File: src/rtl/nn_pkg.sv
// Shared types and defaults for the node-layer sequencer and its image buffer.
package nn_pkg;

  typedef logic [15:0] fix_t;

  localparam int unsigned DEF_IMAGE_SIZE = 64;
  localparam int unsigned DEF_NUM_NODES  = 16;
  localparam int unsigned CNT_W          = 7;

  typedef enum logic [2:0] {
    LOAD,
    CLEAR,
    ACCUM,
    SETTLE,
    OUT
  } state_e;

endpackage

File: src/rtl/image_buffer.sv
// Image word store: one serial write port, all words visible in parallel.
module image_buffer
  import nn_pkg::*;
#(
  parameter int unsigned IMAGE_SIZE = DEF_IMAGE_SIZE
) (
  input  logic                             clk,
  input  logic                             rst,
  input  logic                             wr_en_i,
  input  logic [CNT_W-1:0]                 wr_idx_i,
  input  fix_t                             wr_data_i,
  output fix_t [IMAGE_SIZE-1:0]            rd_data_o
);

  fix_t [IMAGE_SIZE-1:0] mem_q, mem_d;

  // Compare against each slot so the index width never has to match the array depth.
  always_comb begin
    mem_d = mem_q;
    for (int i = 0; i < int'(IMAGE_SIZE); i++) begin
      if (wr_en_i && (wr_idx_i == CNT_W'(i))) begin
        mem_d[i] = wr_data_i;
      end
    end
  end

  always_ff @(posedge clk) begin
    if (rst) begin
      mem_q <= '0;
    end else begin
      mem_q <= mem_d;
    end
  end

  assign rd_data_o = mem_q;

endmodule

File: src/rtl/node_layer_ctrl.sv
// Loads an image, steps a node layer through one MAC per word, then captures
// and hands off the layer's activations with a valid/ready handshake.
module node_layer_ctrl
  import nn_pkg::*;
#(
  parameter int unsigned IMAGE_SIZE = DEF_IMAGE_SIZE,
  parameter int unsigned NUM_NODES  = DEF_NUM_NODES
) (
  input  logic                        clk,
  input  logic                        rst,
  input  fix_t                        pix_in,
  input  logic                        pix_valid,
  output logic                        pix_ready,
  output fix_t [IMAGE_SIZE-1:0]       img_data,
  output logic [CNT_W-1:0]            cnt_val,
  output logic                        reset_acc,
  output logic                        start,
  input  fix_t [NUM_NODES-1:0]        node_out_in,
  output fix_t [NUM_NODES-1:0]        layer_out,
  output logic                        out_valid,
  input  logic                        out_ready,
  output logic                        busy
);

  if (IMAGE_SIZE < 1 || IMAGE_SIZE > 128) begin : g_bad_image_size
    $error("node_layer_ctrl: IMAGE_SIZE must be within 1..128");
  end

  localparam logic [CNT_W-1:0] LastIdx = CNT_W'(IMAGE_SIZE - 1);

  state_e                 state_q, state_d;
  logic [CNT_W-1:0]       widx_q, widx_d;
  logic [CNT_W-1:0]       idx_q, idx_d;
  fix_t [NUM_NODES-1:0]   layer_out_q, layer_out_d;
  logic                   out_valid_q, out_valid_d;
  logic                   wr_en;

  assign wr_en = (state_q == LOAD) && pix_valid && !rst;

  image_buffer #(
    .IMAGE_SIZE (IMAGE_SIZE)
  ) u_image_buffer (
    .clk       (clk),
    .rst       (rst),
    .wr_en_i   (wr_en),
    .wr_idx_i  (widx_q),
    .wr_data_i (pix_in),
    .rd_data_o (img_data)
  );

  always_comb begin
    state_d     = state_q;
    widx_d      = widx_q;
    idx_d       = idx_q;
    layer_out_d = layer_out_q;
    out_valid_d = out_valid_q;
    unique case (state_q)
      LOAD: begin
        if (pix_valid) begin
          if (widx_q == LastIdx) begin
            widx_d  = '0;
            state_d = CLEAR;
          end else begin
            widx_d = widx_q + 1'b1;
          end
        end
      end
      CLEAR: begin
        idx_d   = '0;
        state_d = ACCUM;
      end
      ACCUM: begin
        if (idx_q == LastIdx) begin
          idx_d   = '0;
          state_d = SETTLE;
        end else begin
          idx_d = idx_q + 1'b1;
        end
      end
      SETTLE: begin
        // Node accumulators are final only now; this is the single capture point.
        layer_out_d = node_out_in;
        out_valid_d = 1'b1;
        state_d     = OUT;
      end
      OUT: begin
        if (out_ready) begin
          out_valid_d = 1'b0;
          state_d     = LOAD;
        end
      end
      default: state_d = LOAD;
    endcase
  end

  always_ff @(posedge clk) begin
    if (rst) begin
      state_q     <= LOAD;
      widx_q      <= '0;
      idx_q       <= '0;
      layer_out_q <= '0;
      out_valid_q <= 1'b0;
    end else begin
      state_q     <= state_d;
      widx_q      <= widx_d;
      idx_q       <= idx_d;
      layer_out_q <= layer_out_d;
      out_valid_q <= out_valid_d;
    end
  end

  // Node controls are forced to their cleared/hold values while rst is asserted.
  assign pix_ready = (state_q == LOAD) && !rst;
  assign reset_acc = rst || (state_q == CLEAR);
  assign start     = rst || (state_q != ACCUM);
  assign cnt_val   = (!rst && state_q == ACCUM) ? idx_q : '0;
  assign busy      = (state_q != LOAD);
  assign layer_out = layer_out_q;
  assign out_valid = out_valid_q;

endmodule

File: config.mk
export PLATFORM = sky130hd
export DESIGN_NAME = node_layer_ctrl
export DESIGN_NICKNAME = d
export VERILOG_FILES = /design/src/rtl/nn_pkg.sv /design/src/rtl/image_buffer.sv /design/src/rtl/node_layer_ctrl.sv
export SDC_FILE = /design/constraint.sdc
export NUM_CORES = 2
export LEC_CHECK = 0
export ABC_AREA = 1
export CORE_AREA = 2 2 614 616
export DETAILED_ROUTE_END_ITERATION = 10
export DIE_AREA = 0 0 616 618
export GPL_TIMING_DRIVEN = 1
export PLACE_DENSITY_LB_ADDON = 0.12
export SYNTH_ARGS = -nofsm -noshare
export SYNTH_HDL_FRONTEND = slang
export SYNTH_SLANG_ARGS = --single-unit
File: constraint.sdc
create_clock -name clk -period 4.3 [get_ports clk]
set_input_delay 0.645 -clock clk [delete_from_list [all_inputs] [get_ports clk]]
set_output_delay 0.645 -clock clk [all_outputs]
set_load 0.01 [all_outputs]
**Word level (Yosys, flattened, before mapping)**

Index checks and enable logic that the tools add are counted.

- Add/subtract/negate cells: 2
- Eq/ne operators: 73
- Multiplexer cells: 11
- Reduce and logical (&&, ||, !) cells: 79

Operators with widths:

| operator | number |
|---|---|
| 7-bit by 6-bit == test with 1-bit output, second input constant | 33 |
| 7-bit by 5-bit == test with 1-bit output, second input constant | 16 |
| 1-bit logical AND | 68 |
| 7-bit by 4-bit == test with 1-bit output, second input constant | 8 |
| 7-bit by 3-bit == test with 1-bit output, second input constant | 4 |
| 7-bit two-way mux | 3 |
| 3-bit one-hot mux with 5 select lines | 1 |
| 7-bit by 1-bit adder with 7-bit output, second input constant | 2 |
| 7-bit by 2-bit == test with 1-bit output, second input constant | 2 |
| 7-bit one-hot mux with 2 select lines | 1 |
| 3-bit two-way mux | 4 |
| 7-bit by 1-bit == test with 1-bit output, second input constant | 1 |
| 7-bit logical NOT | 1 |
| 3-bit by 2-bit == test with 1-bit output, second input constant | 2 |
| 2-bit != test, second input constant | 3 |
| 2-bit AND reduction | 2 |
| 4-bit AND reduction | 1 |
| 2-bit nonzero test | 2 |
| 3-bit by 1-bit == test with 1-bit output, second input constant | 1 |
| 3-bit == test, second input constant | 1 |
| 3-bit logical NOT | 1 |
| 3-bit by 2-bit != test with 1-bit output, second input constant | 1 |
| 3-bit nonzero test | 1 |
| 1-bit logical OR | 2 |
| 4 further kinds | 4 |

- Flip-flop bits (word level): 1298
- Input bits: 276
- Output and inout port bits: 1292

**Depth between registers and ports, before layout**

- Depth after elaboration: 4
- Mapped depth: 10

**Modules after synthesis**

Synthesis repeated with hierarchy kept, for this count alone.

- Cell total of the unflattened synthesis: 7169
- Area, all modules: 50589.8 µm²

By module, submodules not included:

| module | times used | cells each | area an instance (µm²) | sequential area each (µm²) |
|---|---|---|---|---|
| image_buffer | 1 | 5916 | 40940.5 | 20499.7 |
| node_layer_ctrl | 1 | 1253 | 9649.3 | 5485.3 |

**Least setup slack after synthesis**

Ideal clock, no wire load.

- Path kind: in2out
- From: input port rst
- To: output port cnt_val[0]
- Arrival: 1.752 ns
- Required time: 3.655 ns
- Setup slack: 1.903 ns
- Stages on the path: 6
- Path buffers: 3
- Path through: buf_2 -> inv_2 -> buf_2 -> clkbuf_1 -> nand2_1 -> nor2_1

- Word-level cells in the longest chain between the ends: 3

Ends and longest elaborated chain:

| item | RTL line | text |
|---|---|---|
| start, declared | node_layer_ctrl.sv:10 | `input logic rst,` |
| 1-bit logical NOT | node_layer_ctrl.sv:116 | `assign cnt_val = (!rst && state_q == ACCUM) ? idx_q : '0;` |
| 1-bit logical AND | node_layer_ctrl.sv:116 |  |
| 7-bit two-way mux | node_layer_ctrl.sv:116 |  |
| end, declared | node_layer_ctrl.sv:15 | `output logic [CNT_W-1:0] cnt_val,` |

Every way passes these cells.

**Worst setup path in the final report**

- From: register state_q[2]
- To: output port cnt_val[5]

- Word-level cells in the longest chain between the ends: 3

Ends and longest elaborated chain:

| item | RTL line | text |
|---|---|---|
| start, declared | node_layer_ctrl.sv:31 | `state_e state_q, state_d;` |
| start signal, assigned | node_layer_ctrl.sv:104 | `state_q <= state_d;` |
| 3-bit by 2-bit == test with 1-bit output | node_layer_ctrl.sv:116 |  |
| 1-bit logical AND | node_layer_ctrl.sv:116 |  |
| 7-bit two-way mux | node_layer_ctrl.sv:116 |  |

Every way passes these cells.

==> insert_results.sql <==
INSERT INTO impl_metrics (metric_group, metric, value, unit) VALUES
('outcome', 'run_status', 'finished clean', ''),
('floorplan', 'chipHeight', '618', 'µm'),
('layout', 'multi_input_area', '0.0193', 'mm²'),
('critical_path', 'required', '3.65', 'ns'),
('critical_path', 'critPathKind', 'reg -> out', ''),
('cts', 'numCtsBuffers', '178', ''),
('critical_path', 'regToRegSetupSlack', '1.15', 'ns'),
('cts', 'cts_root_buf', 'sky130_fd_sc_hd__clkbuf_16', ''),
('critical_path', 'critPathSlowestCell', 'sky130_fd_sc_hd__clkdlybuf4s50_1', ''),
('global_route', 'antenna_found_initial', '77', ''),
('yosys', 'ys.flop_type', 'sky130_fd_sc_hd__dfxtp_1', ''),
('power_and_ir_drop', 'power.total', '29.4', 'mW'),
('global_route', 'groute.usage.overall', '17.2', '%'),
('yosys', 'synth_sequential_area_ratio', '54.2', '%'),
('sta', 'rsz0062_at_grt', 'no', ''),
('route', 'average_wire_length_per_cell_after_detail_routing', '27.2', 'µm'),
('yosys', 'ys_ff_latch', '1298', ''),
('yosys', 'syn-num-nets', '6462', ''),
('critical_path', 'timing.critical_path.mode_cell', 'sky130_fd_sc_hd__nand2_1', ''),
('run', 'cap_viol_max_count', '0', ''),
('route', 'drt-vias-per-instance', '3.89', ''),
('placed_design', 'dpl-instance-area', '0.0687', 'mm²'),
('route', 'totalWireLength', '345000', 'µm'),
('sta', 'setup_total_negative_slack', '0', 'ns'),
('power_and_ir_drop', 'p_leak', '25.1', 'nW'),
('placed_design', 'detailedPlacementHpwl', '248000', 'µm'),
('cts', 'h_tree_lvls', '4', ''),
('power_and_ir_drop', 'power_per_cell_area', '393', 'mW/mm²'),
('floorplan', 'width_of_the_die', '616', 'µm'),
('yosys', 'yosys.cell_types.count', '29', ''),
('sta', 'clock-skew-final', '0.0533', 'ns'),
('sta', 'slew_violations', '0', ''),
('sta', 'post-route-worst-setup-slack', '0.579', 'ns'),
('worst_hold_path', 'hp-start', 'pix_in[2]', ''),
('placed_design', 'routabilityCongestion', '0.841', ''),
('sta', 'transition_at_the_pin_with_the_smallest_max_transition_slack', '1.21', 'ns'),
('critical_path', 'worstPathCellList', 'nor2_4 -> nand2_1 -> inv_1 -> nand2_1 -> nor2_1 -> clkdlybuf4s50_1', ''),
('sta', 'clock.fmax', '0.269', 'GHz'),
('floorplan', 'floorplan.initialDensity', '12.8', '%'),
('power_and_ir_drop', 'switching_power_share_of_the_total', '26.0', '%'),
('yosys', 'synth_warnings', '0', ''),
('power_and_ir_drop', 'max-vdd-ir-drop', '0.306', 'mV'),
('critical_path', 'startpoint_type', 'flip-flop', ''),
('route', 'route.antenna.remaining_nets', '0', ''),
('power_and_ir_drop', 'intPower', '21.7', 'mW'),
('layout', 'register_area', '0.0260', 'mm²'),
('floorplan', 'design.die.area', '0.381', 'mm²'),
('yosys', 'avgSynthCellArea', '7.75', 'µm²'),
('power_and_ir_drop', 'share_seq_of_total_power', '41.2', '%'),
('layout', 'syn2layout_area_growth', '56.0', '%'),
('global_route', 'grt_first_pass_wirelength', '450000', 'µm'),
('critical_path', 'rr_startpoint', 'widx_q[5]', ''),
('yosys', 'mappedNetlistArea', '0.0479', 'mm²'),
('layout', 'fillCellCount', '41500', ''),
('worst_hold_path', 'hold_path_end', 'u_image_buffer.rd_data_o[786]', ''),
('cts', 'ctsResizeCount', '0', ''),
('layout', 'post_layout_inst_area', '0.0748', 'mm²'),
('cts', 'cts.reportedPaths.clkPinSlew', '0.06', 'ns'),
('yosys', 'largest_cells_by_area_after_synthesis', 'sky130_fd_sc_hd__dfxtp_1 (54%), sky130_fd_sc_hd__nand2_1 (10%), sky130_fd_sc_hd__nand3_1 (8.8%)', ''),
('critical_path', 'setup.worst_path.start', 'state_q[2]', ''),
('sta', 'finalHoldViolations', '0', ''),
('yosys', 'most_frequent_cell_after_synthesis', 'sky130_fd_sc_hd__dfxtp_1', ''),
('yosys', 'synth_async_sr_flop_share', '0', '%'),
('route', 'initialDrtViolationCount', '3692', ''),
('critical_path', 'worstReg2RegEnd', 'u_image_buffer.rd_data_o[283]', ''),
('critical_path', 'timing.critical_path.arrival', '3.08', 'ns'),
('floorplan', 'ios', '1568', ''),
('cts', 'clk_path_buf_depth', '4', ''),
('route', 'vias', '49200', ''),
('layout', 'design.final.nets', '7786', ''),
('worst_hold_path', 'hold_path.class', 'in -> reg', '');
## power by group through the flow
stage	registers [mW]	clock network, mW	logic, mW
3_5_place_dp	12.4	0	1.83
2_1_floorplan	12.4	0	0.709
6_report	12.1	15.5	1.77
5_1_grt	12.1	16.5	1.88
4_1_cts	12.1	16.1	1.83
3_3_place_gp	12.4	0	1.82
## sequential cells by signal, summed over array words and instances, names as in the netlist
signal	flops
idx_q	7
layer_out	256
out_valid	1
state_q	3
u_image_buffer.rd_data_o	1024
widx_q	7
## layout make-up
class                   instances  share of cell area (%)
diodes                         20                  0.0669
clock buffers                 275                    7.23
clock inverters                43                   0.782
inverters                      56                   0.301
multi-input cells            4270                    25.8
flip-flops and latches       1298                    34.8
well taps                    4994                    8.36
repair buffers               1701                    22.7
## layout by cell type, fill, tap and decap left out, drive strengths merged
master | Yosys | layout
clkinvlp | 0 | 2
diode | 0 | 20
xor2 | 1 | 1
nand2 | 1307 | 1307
o211ai | 1 | 1
nor3 | 4 | 4
a21oi | 828 | 828
o31ai | 1 | 1
nand3 | 853 | 853
buf | 238 | 152
nor2 | 986 | 986
clkbuf | 319 | 275
ha | 5 | 5
o21ai | 279 | 279
bufinv | 0 | 9
clkinv | 1 | 27
clkdlybuf4s50 | 0 | 1549
nand4 | 5 | 5
dfxtp | 1298 | 1298
inv | 55 | 61
## kinds of logic after synthesis
group                      synth area share (%)
and+or+nand+nor                            28.3
DFF                                        54.2
AOI/OAI and AO/OA                          11.6
buffers and inverters                      5.69
adders and majority gates                 0.131
xor gates and xnor gates                 0.0183
## how the worst max path moves through the flow
stage,end,slack [ns],cells past startpoint
2_1_floorplan,cnt_val[0],1.90,6
3_5_place_dp,u_image_buffer.rd_data_o[283],0.86,8
5_1_grt,cnt_val[5],0.40,6
4_1_cts,cnt_val[5],0.45,6
6_report,cnt_val[5],0.58,6
3_3_place_gp,u_image_buffer.rd_data_o[324],0.85,8
## worst max-delay path: cells and delay by family (launching register included)
| kind | cells | cell delay [ns] |
|---|---|---|
| buffers and inverters | 2 | 0.75 |
| DFF | 1 | 0.38 |
| and+or+nand+nor | 4 | 1.09 |
## routing by layer
layer,vias to the layer above,share of wire (%),GRT usage (%)
li1,22900,-,-
met1,24000,38,19.1
met2,1792,50,30.9
met3,468,7.7,5.28
met4,16,4.1,6.42
met5,-,0.033,0
## stage by stage
step	utilization, %	instances
floorplan	-	6181
global placement	18.4	12300
detailed placement	18.4	12300
CTS	20.0	12600
global route	20.0	12600
finish	20.0	12700
(Power assumes the default switching activity.)
